## src/rtl/row_pkg.sv

```systemverilog
// Shared constants, FSM encoding and row descriptor for the row feeder.
// acc_load gives the accumulator value at hpos 0: 32.0 - HALF*step.
package row_pkg;
    localparam int H_VIEW = 640;
    localparam int HALF   = H_VIEW / 2;
    localparam int SIZE_W = 11;
    localparam int FRAC   = 10;
    localparam int TEX_W  = 6;
    localparam int STEP_W = 16;
    localparam int ACC_W  = 26;

    typedef enum logic [1:0] {EMPTY, DIV, FULL} state_t;

    typedef struct packed {
        logic              side;
        logic [SIZE_W-1:0] size;
        logic [TEX_W-1:0]  texu;
    } row_t;

    // Centre the line on texv=32 so the wall column is symmetric about HALF.
    function automatic logic signed [ACC_W-1:0] acc_load(input logic [STEP_W-1:0] step);
        logic signed [ACC_W-1:0] s;
        s = ACC_W'(step);
        return (ACC_W'(32) << FRAC) - s * ACC_W'(HALF);
    endfunction
endpackage

```

## src/rtl/recip_div.sv

```systemverilog
// Restoring divider: quot = 2^(QW-1) / divisor, one quotient bit per cycle.
// A zero divisor never borrows, so it naturally yields all ones.
module recip_div
    import row_pkg::*;
#(
    parameter int DW = SIZE_W,
    parameter int QW = STEP_W
) (
    input  logic          clk,
    input  logic          reset_n,
    input  logic          start,
    input  logic [DW-1:0] divisor,
    output logic [QW-1:0] quot,
    output logic          done
);
    localparam int CW = $clog2(QW);

    logic [DW-1:0] dvs;
    logic [DW-1:0] rem;
    logic [CW-1:0] cnt;
    logic          busy;
    logic [DW:0]   trial;
    logic [DW-1:0] diff;
    logic          borrow;

    // The dividend has only its MSB set, so only the first shift brings in a 1.
    always_comb begin
        trial  = {rem, (cnt == '0)};
        borrow = (trial < {1'b0, dvs});
        diff   = trial[DW-1:0] - dvs;
    end

    always_ff @(posedge clk or negedge reset_n) begin
        if (!reset_n) begin
            dvs  <= '0;
            rem  <= '0;
            cnt  <= '0;
            busy <= 1'b0;
            quot <= '0;
            done <= 1'b0;
        end else begin
            done <= 1'b0;
            if (start) begin
                dvs  <= divisor;
                rem  <= '0;
                quot <= '0;
                cnt  <= '0;
                busy <= 1'b1;
            end else if (busy) begin
                rem  <= borrow ? trial[DW-1:0] : diff;
                quot <= {quot[QW-2:0], ~borrow};
                cnt  <= cnt + 1'b1;
                if (cnt == CW'(QW - 1)) begin
                    busy <= 1'b0;
                    done <= 1'b1;
                end
            end
        end
    end
endmodule

```

## src/rtl/row_feeder.sv

```systemverilog
// Double-buffers one traced wall result per row, precomputes the texv step,
// and streams a stable row descriptor plus per-pixel texv to the renderer.
module row_feeder
    import row_pkg::*;
(
    input  logic              clk,
    input  logic              reset_n,
    input  logic              in_valid,
    output logic              in_ready,
    input  logic              in_side,
    input  logic [SIZE_W-1:0] in_size,
    input  logic [TEX_W-1:0]  in_texu,
    input  logic              line_start,
    input  logic              visible,
    output logic              side,
    output logic [SIZE_W-1:0] size,
    output logic [TEX_W-1:0]  texu,
    output logic [TEX_W-1:0]  texv,
    output logic              underrun
);
    state_t                   state, nstate;
    row_t                     pend, act;
    logic [STEP_W-1:0]        step, act_step;
    logic signed [ACC_W-1:0]  acc, step_ext;
    logic                     accept, take, div_done;

    assign in_ready = (state == EMPTY);
    assign accept   = in_valid && in_ready;
    assign take     = line_start && (state == FULL);
    assign step_ext = {{(ACC_W-STEP_W){1'b0}}, act_step};

    // The divider holds its quotient until the next accept, which can only
    // happen after the pending row has been promoted, so it doubles as the
    // pending step register.
    recip_div #(.DW(SIZE_W), .QW(STEP_W)) u_div (
        .clk     (clk),
        .reset_n (reset_n),
        .start   (accept),
        .divisor (in_size),
        .quot    (step),
        .done    (div_done)
    );

    always_ff @(posedge clk or negedge reset_n) begin
        if (!reset_n) state <= EMPTY;
        else          state <= nstate;
    end

    always_comb begin
        nstate = state;
        case (state)
            EMPTY:   if (accept)     nstate = DIV;
            DIV:     if (div_done)   nstate = FULL;
            FULL:    if (line_start) nstate = EMPTY;
            default: nstate = EMPTY;
        endcase
    end

    always_ff @(posedge clk or negedge reset_n) begin
        if (!reset_n) begin
            pend     <= '0;
            act      <= '0;
            act_step <= '0;
            acc      <= '0;
            underrun <= 1'b0;
        end else begin
            if (accept) pend <= {in_side, in_size, in_texu};
            if (line_start) begin
                underrun <= !take;
                if (take) begin
                    act      <= pend;
                    act_step <= step;
                    acc      <= acc_load(step);
                end else begin
                    // Repeat the previous row exactly rather than show a torn one.
                    acc      <= acc_load(act_step);
                end
            end else begin
                underrun <= 1'b0;
                if (visible) acc <= acc + step_ext;
            end
        end
    end

    always_comb begin
        texv = acc[FRAC+TEX_W-1:FRAC];
        if (acc[ACC_W-1])                   texv = '0;
        else if (|acc[ACC_W-2:FRAC+TEX_W])  texv = '1;
    end

    assign side = act.side;
    assign size = act.size;
    assign texu = act.texu;
endmodule
```

## config.mk

```make
export PLATFORM = sky130hd
export DESIGN_NAME = row_feeder
export DESIGN_NICKNAME = d
export VERILOG_FILES = /design/src/rtl/row_pkg.sv /design/src/rtl/recip_div.sv /design/src/rtl/row_feeder.sv
export SDC_FILE = /design/constraint.sdc
export NUM_CORES = 1
export LEC_CHECK = 0
export CAP_MARGIN = 40
export CORE_ASPECT_RATIO = 0.75
export CORE_UTILIZATION = 41
export DETAILED_ROUTE_END_ITERATION = 8
export PLACE_DENSITY = 0.59
export SLEW_MARGIN = 30
export SYNTH_ARGS = -nofsm -noshare
export SYNTH_HDL_FRONTEND = slang
export SYNTH_HIERARCHICAL = 1
export SYNTH_SLANG_ARGS = --single-unit
```

## constraint.sdc

```tcl
create_clock -name clk -period 9.8 [get_ports clk]
set_input_delay 1.47 -clock clk [delete_from_list [all_inputs] [get_ports clk]]
set_output_delay 1.47 -clock clk [all_outputs]
set_load 0.05 [all_outputs]
```

==> results by group, run 1 <==
CTS
  – Clk buf depth: 2
  – Clock Latency Late Sink: between 0.4 and 0.5 ns
  – Post-CTS resize count: 0
  – Root Driver: clkbuf_16
  – Num CTS Buffers: 17
  – TritonCTS clock tree: done
  – Post-CTS setup buffers: 0
  – Hold-fix buffers, CTS: 0
  – Total clock sinks: about 130
  – H-tree depth: 4
  – CTS clock-pin slew for the worst setup and hold paths: 0.06 ns

Timing
  – Final hold vios: 0
  – Fin crit period: 4.79 ns
  – Final WS setup: 5.01 ns
  – Period utilization: 0.488
  – Max Fclk: between 200 and 250 MHz
  – Worst rel slew slack: 0.490
  – RSZ-0062 raised after global routing: false
  – Setup TNS: 0 ns
  – Clock skew: 0.0110 ns
  – Worst Tran Pin Value: 0.756 ns
  – Final setup fails: 0
  – Max-slew violations: 0

GRT
  – Largest net degree at the start of global routing: 78
  – First-pass GRT wire length: 33600 um
  – Gr ovfl total: 0
  – GRT Util Overall: 0.195
  – Initial antenna violation count: 0
  – Vias in the first global route: 6417

Logic synthesis
  – Top cell type's share of synthesized area: 0.360
  – Most used flip-flop cell after synthesis: dfrtp_1
  – Number of synthesized flops with an enable pin: 0
  – Average cell area after synthesis: between 9 and 10 um2
  – Cell area after synthesis: 0.00869 mm2
  – Syn nets: 1052
  – Sequential cell area fraction in the yosys report: 0.360
  – FF+latch count, synth: 125
  – Post-Synthesis Cells: 939
  – Area leader, netlist: dfrtp_1
  – Yosys warns: 6
  – Post-synthesis async set-or-reset flop share: 1.00
  – Synth area leaders: dfrtp_1 (36%), ha_1 (12%), nand2_1 (6.6%)
  – Library cells used by synthesis: 78

Floorplanning
  – Starting density of the core: 0.424
  – Ports: 49
  – Die X: between 150 and 200 um
  – Rows: 45
  – Core Area: 0.0205 mm2
  – Die area: 0.0218 mm2
  – Die H: 128 um

Final layout
  – Post-route cell area: 0.0101 mm2
  – # diodes: 0
  – Final core utilization: 0.495
  – Fill cells: 1908
  – Commonest non-fill, non-tap cell in the layout: nand2_1
  – Most frequent cells in the layout: nand2_1 (152), dfrtp_1 (124), ha_1 (86)
  – Share of layout cells above drive strength 1: 0.0905
  – Area Overhead vs Synth: 16.6%
  – Final #Nets: around 1100

Worst hold path
  – Hold Path Origin: pend[9]
  – Number of cells on the worst hold path: 2
  – Worst Hold Path EP: size[3]
  – Worst hold-check path type: reg -> reg

Place
  – GPL Wtd Cong: 0.815
  – Placed cell areas: about 0.0095 mm2
  – Place WS: 4.57 ns
  – Port Buffers: 48
  – DP Wirelength: 14200 um

Power and ir drop
  – Maximum VDD drop: 0.137 mV
  – Switching Power: 1540 uW
  – Int Power: 1990 uW
  – Comb pwr share: 0.552
  – Total power: 3530 uW
  – Sw Ratio: 0.436
  – PwrDens: 348 mW/mm2
  – Pleak: 0.00468 uW
  – Clock network power share: 0.192
  – Seq pwr share: 0.256

Routing
  – Post-route ant nets: 0
  – Initial DRC Count: 399
  – Wire length per cell: 15.6 um
  – Pre-antenna DRT Iters: 5
  – # DRC: 0
  – Routed vias: 6730
  – Final WL: 19900 um
  – Via density: 5.27

Worst setup path
  – Worst Reg-to-Reg Cells: 12
  – Reg2reg start: u_div/quot[1]
  – Critical path capture point type: flip-flop
  – Worst-path maximum fanout: 52
  – Critical path class: in -> reg
  – Critical Path Start Type: input pin
  – Worst EP required: slightly above 10 ns
  – FF-to-FF setup slack: 5.95 ns
  – WP data arrival: between 5 and 6 ns
  – Reg2reg end: acc[24]

Status
  – Status: complete, no violations

Job
  – Max cap viols: 0
## how the worst max path moves through the flow
stage / from / endpoint / slack (ns) / cells after the start
2_1_floorplan: line_start / acc[22] / 5.84 / 15
3_3_place_gp: line_start / acc[22] / 4.67 / 15
3_5_place_dp: line_start / acc[22] / 4.57 / 15
4_1_cts: line_start / acc[22] / 5.02 / 15
5_1_grt: line_start / acc[22] / 4.73 / 15
6_report: line_start / acc[22] / 5.01 / 15
## layer usage
layer | up-vias | share of wire | track usage
met5 | - | 0 | 0
met4 | 0 | 0.0068 | 0.0450
met3 | 11 | 0.036 | 0.0346
met2 | 110 | 0.41 | 0.285
met1 | 3163 | 0.55 | 0.296
li1 | 3446 | - | -
## worst max-delay path, stage by stage
cell,delay (ns)
clkdlybuf4s50_1,0.45
buf_4,0.37
and3b_2,0.26
buf_4,0.52
nand2_1,0.11
nand2_1,0.17
inv_1,0.06
ha_1,0.20
o21ai_0,0.21
inv_1,0.16
a41oi_1,0.51
nor4_4,0.09
nand3_1,0.13
xnor2_1,0.07
mux2_2,0.26
## cells in the mapped netlist, types with 4 or more instances
cell	count
nand2_1	152
dfrtp_1	125
ha_1	86
nor2_1	69
a21oi_1	59
o21ai_0	44
mux2i_1	37
xnor2_1	36
inv_1	33
xor2_1	31
clkbuf_1	25
mux2_2	20
nand3_1	19
a21o_1	18
nor3_1	17
a211oi_1	16
nand4_1	9
o21a_1	9
nand2b_1	8
nand3b_1	7
o211ai_1	7
and3_1	6
buf_1	6
a31oi_1	5
a211o_1	4
buf_2	4
fa_1	4
nor2b_1	4
nor3b_1	4
nor4_1	4
## cells by family (layout without fill, tap and decap cells)
group                    count (synthesis)  count (layout)  share of synthesized area
multiplexers                            61              61                     0.0757
AO/OA/AOI/OAI                          209             209                      0.165
XOR/XNOR                                67              67                     0.0675
AND/OR/NAND/NOR                        317             317                      0.168
buffers and inverters                   70             125                     0.0317
adder cells (fa/ha/maj)                 90              90                      0.133
flip-flops                             125             125                      0.360
## cell type report
type / count / area, um2 / share of cell area
inverters: 34 / 128 / 0.0126
repair buffers: 59 / 616 / 0.0607
clock buffers: 19 / 443 / 0.0437
flip-flops and latches: 125 / 3130 / 0.309
well taps: 282 / 353 / 0.0348
multi-input cells: 744 / 5290 / 0.522
clock inverters: 13 / 178 / 0.0175
## state kept, by name, indices dropped and copies added, names as in the netlist
register    flops
acc            26
pend           18
act_step       16
u_div/quot     16
size           11
u_div/dvs      11
u_div/rem      11
texu            6
u_div/cnt       4
state           2
side            1
u_div/busy      1
u_div/done      1
underrun        1
## power by group through the flow
stage	Clock (uW)	Combinational, uW	Sequential (uW)
floorplan	0	1530	885
global placement	0	1880	928
detailed placement	0	1920	909
CTS	688	1930	904
global route	710	2180	932
finish	677	1950	903
## metrics by stage
| stage | hold slack, ns | std cells |
|---|---|---|
| 3_5_place_dp | 0.456 | 1242 |
| 6_report | 0.468 | 1276 |
| 4_1_cts | 0.470 | 1274 |
| 5_1_grt | 0.482 | 1276 |
| 2_1_floorplan | 0.435 | 939 |
| 3_3_place_gp | 0.447 | 1239 |
No activity file was read; power rests on OpenSTA's default activity.
==> run 2: changes to the inputs <==
--- a/config.mk
+++ b/config.mk
@@ -9,7 +9,7 @@
 export CORE_ASPECT_RATIO = 0.75
 export CORE_UTILIZATION = 41
 export DETAILED_ROUTE_END_ITERATION = 8
-export PLACE_DENSITY = 0.59
+export PLACE_DENSITY = 0.62
 export SLEW_MARGIN = 30
 export SYNTH_ARGS = -nofsm -noshare
 export SYNTH_HDL_FRONTEND = slang
==> constraint.sdc (replaced) <==
create_clock -name clk -period 4 [get_ports clk]
set_input_delay 0.6 -clock clk [delete_from_list [all_inputs] [get_ports clk]]
set_output_delay 0.6 -clock clk [all_outputs]
set_load 0.05 [all_outputs]
==> run 2 against run 1 <==
  * Clock skew down 0.0011 ns
  * Register-to-register slack worse by 5.7 ns
  * Global-route usage up 1.0 points
  * Non-clock buffer count up 7
  * Critical endpoint is now acc[24]
  * Highest routed layer unchanged
==> results by group, run 2 (same netlist as run 1, synthesis figures left out) <==
CTS
  – Post-CTS setup buffers: 0 (unchanged)
  – Clk buf depth: 2 (unchanged)
  – TritonCTS clock tree: done
  – Root Driver: clkbuf_16
  – CTS clock-pin slew for the worst setup and hold paths: 0.06 ns (about the same)
  – Num CTS Buffers: 17 (unchanged)
  – Clock Latency Late Sink: 0.42 ns (about the same)
  – H-tree depth: 4 (unchanged)
  – Total clock sinks: 125 (unchanged)

Timing
  – Worst Tran Pin Value: 0.877 ns (+0.121 ns)
  – Final setup fails: 0 (unchanged)
  – Max-slew violations: 0 (unchanged)
  – RSZ-0062 raised after global routing: false
  – Max Fclk: roughly 270 MHz
  – Period utilization: 0.933
  – Setup TNS: 0 ns (unchanged)
  – Final WS setup: 0.268 ns (-4.74 ns)
  – Fin crit period: 3.73 ns
  – Worst rel slew slack: 0.408 (-0.0819)
  – Final hold vios: 0 (unchanged)
  – Clock skew: 0.00994 ns (-0.00106 ns)

Routing
  – # DRC: 0 (unchanged)
  – Wire length per cell: 16.3 um (+4.3%)
  – Final WL: 20900 um (+4.8%)
  – Via density: 5.46 (+3.6%)
  – Initial DRC Count: 467 (+17%)
  – Pre-antenna DRT Iters: 5 (unchanged)
  – Post-route ant nets: 0 (unchanged)
  – Routed vias: 7009 (+4.1%)

Floorplanning
  – Die X: 170 um (unchanged)
  – Die H: 128 um (unchanged)
  – Rows: 45 (unchanged)
  – Core Area: 0.0205 mm2 (unchanged)
  – Die area: 0.0218 mm2 (unchanged)
  – Starting density of the core: 0.424 (unchanged)
  – Ports: 49 (unchanged)

Place
  – Place WS: 0.310 ns (-4.26 ns)
  – Placed cell areas: 0.00953 mm2 (+0.58%)
  – Port Buffers: 48 (unchanged)
  – GPL Wtd Cong: 0.875 (+7.3%)
  – DP Wirelength: 14800 um (+4.4%)

GRT
  – GRT Util Overall: 0.206 (+0.0104)
  – First-pass GRT wire length: 35200 um (+4.9%)
  – Vias in the first global route: 6664 (+3.8%)
  – Initial antenna violation count: 0 (unchanged)
  – Largest net degree at the start of global routing: 85 (+9.0%)
  – Gr ovfl total: 0 (unchanged)

Final layout
  – # diodes: 0 (unchanged)
  – Share of layout cells above drive strength 1: 0.0969 (+0.00636)
  – Max FFs per register: 26 (unchanged)
  – Biggest regs: acc (26), pend (18)
  – Final core utilization: 0.497 (+0.00201)
  – Fill cells: 1933 (+1.3%)
  – Final #Nets: 1101 (+0.64%)
  – Reg with most FFs: acc
  – Most frequent cells in the layout: nand2_1 (152), dfrtp_1 (124), ha_1 (86)
  – Area Overhead vs Synth: 17.1%
  – Commonest non-fill, non-tap cell in the layout: nand2_1
  – Post-route cell area: 0.0102 mm2 (+0.41%)

Worst setup path
  – Critical path capture point type: flip-flop
  – Critical Path Start Type: flip-flop
  – Critical path class: reg -> reg
  – Worst EP required: 4.31 ns (-5.79 ns)
  – WP data arrival: 4.04 ns (-1.05 ns)
  – Worst-path maximum fanout: 6 (-88%)

Status
  – Status: complete, no violations

Worst hold path
  – Worst hold-check path type: reg -> reg

Power and ir drop
  – Maximum VDD drop: 0.362 mV (+160%)
  – PwrDens: 848 mW/mm2 (+140%)
  – Total power: 8630 uW (+140%)
  – Pleak: 0.00470 uW (+0.52%)

Job
  – Max cap viols: 0 (unchanged)
==> run 2: changes by cell type in the layout (fill, tap and decap cells not counted), sizes merged <==
cell	before	now
clkinvlp	2	3
clkdlybuf4s18	1	0
buf	11	18
dlygate4sd3	0	1
inv	38	39
clkbuf	19	18
bufinv	3	2
==> run 2: area by class of cell <==
type,count,area (um2),area share
Clock buffer,18,429,0.0422
Inverter,34,128,0.0125
Tap cell,282,353,0.0347
Timing Repair Buffer,66,681,0.0669
Sequential cell,125,3130,0.307
Multi-Input combinational cell,744,5300,0.521
Clock inverter,14,159,0.0156
==> run 2: report_power, final <==
group	leakage, uW	internal, uW	switching [uW]
clock	0.000282	932	648
combinational	0.00290	2130	2730
sequential	0.00152	1750	441
total	0.00470	4810	3820
==> run 2: stage by stage <==
stage / instances / hold slack (ns)
global placement: 1247 / 0.440
global route: 1283 / 0.485
finish: 1283 / 0.462
floorplan: 939 / 0.304
detailed placement: 1248 / 0.449
CTS: 1280 / 0.271
==> run 2: layer usage <==
metal,GRT usage,vias to the layer above,share of wire
met4,0.0514,0,0.013
li1,-,3458,-
met3,0.0389,20,0.047
met2,0.300,146,0.41
met1,0.309,3385,0.53
met5,0,-,0
==> run 2: path summary, 6_finish.rpt <==
path / cells past startpoint / from / end / slack [ns]
hold reg to reg: 2 / pend[5] / texu[5] / 0.46
min in group asynchronous: 2 / reset_n / pend[7] / 0.58
setup reg to reg: 12 / u_div/quot[1] / acc[24] / 0.27
max in group asynchronous: 4 / reset_n / acc[18] / 2.47
setup / recovery: 12 / u_div/quot[1] / acc[24] / 0.27
hold / removal: 2 / pend[5] / texu[5] / 0.46
==> run 2: worst max-delay path: stages (launching register included) <==
cell and delay (ns):
dfrtp_1 0.44, ha_1 0.32, ha_1 0.24, fa_1 0.43, a21o_1 0.24, a221oi_2 0.32
o31ai_1 0.17, a2111oi_1 0.61, nor3_1 0.13, a211o_1 0.29, nand4_1 0.14, nor3b_1 0.24
nor3_2 0.05
==> run 2: what timing repair did <==
item,CTS,global route
hold buffers,0,1
setup endpoints to repair,0,2
gates resized for setup,0,2
hold endpoints to repair,0,17
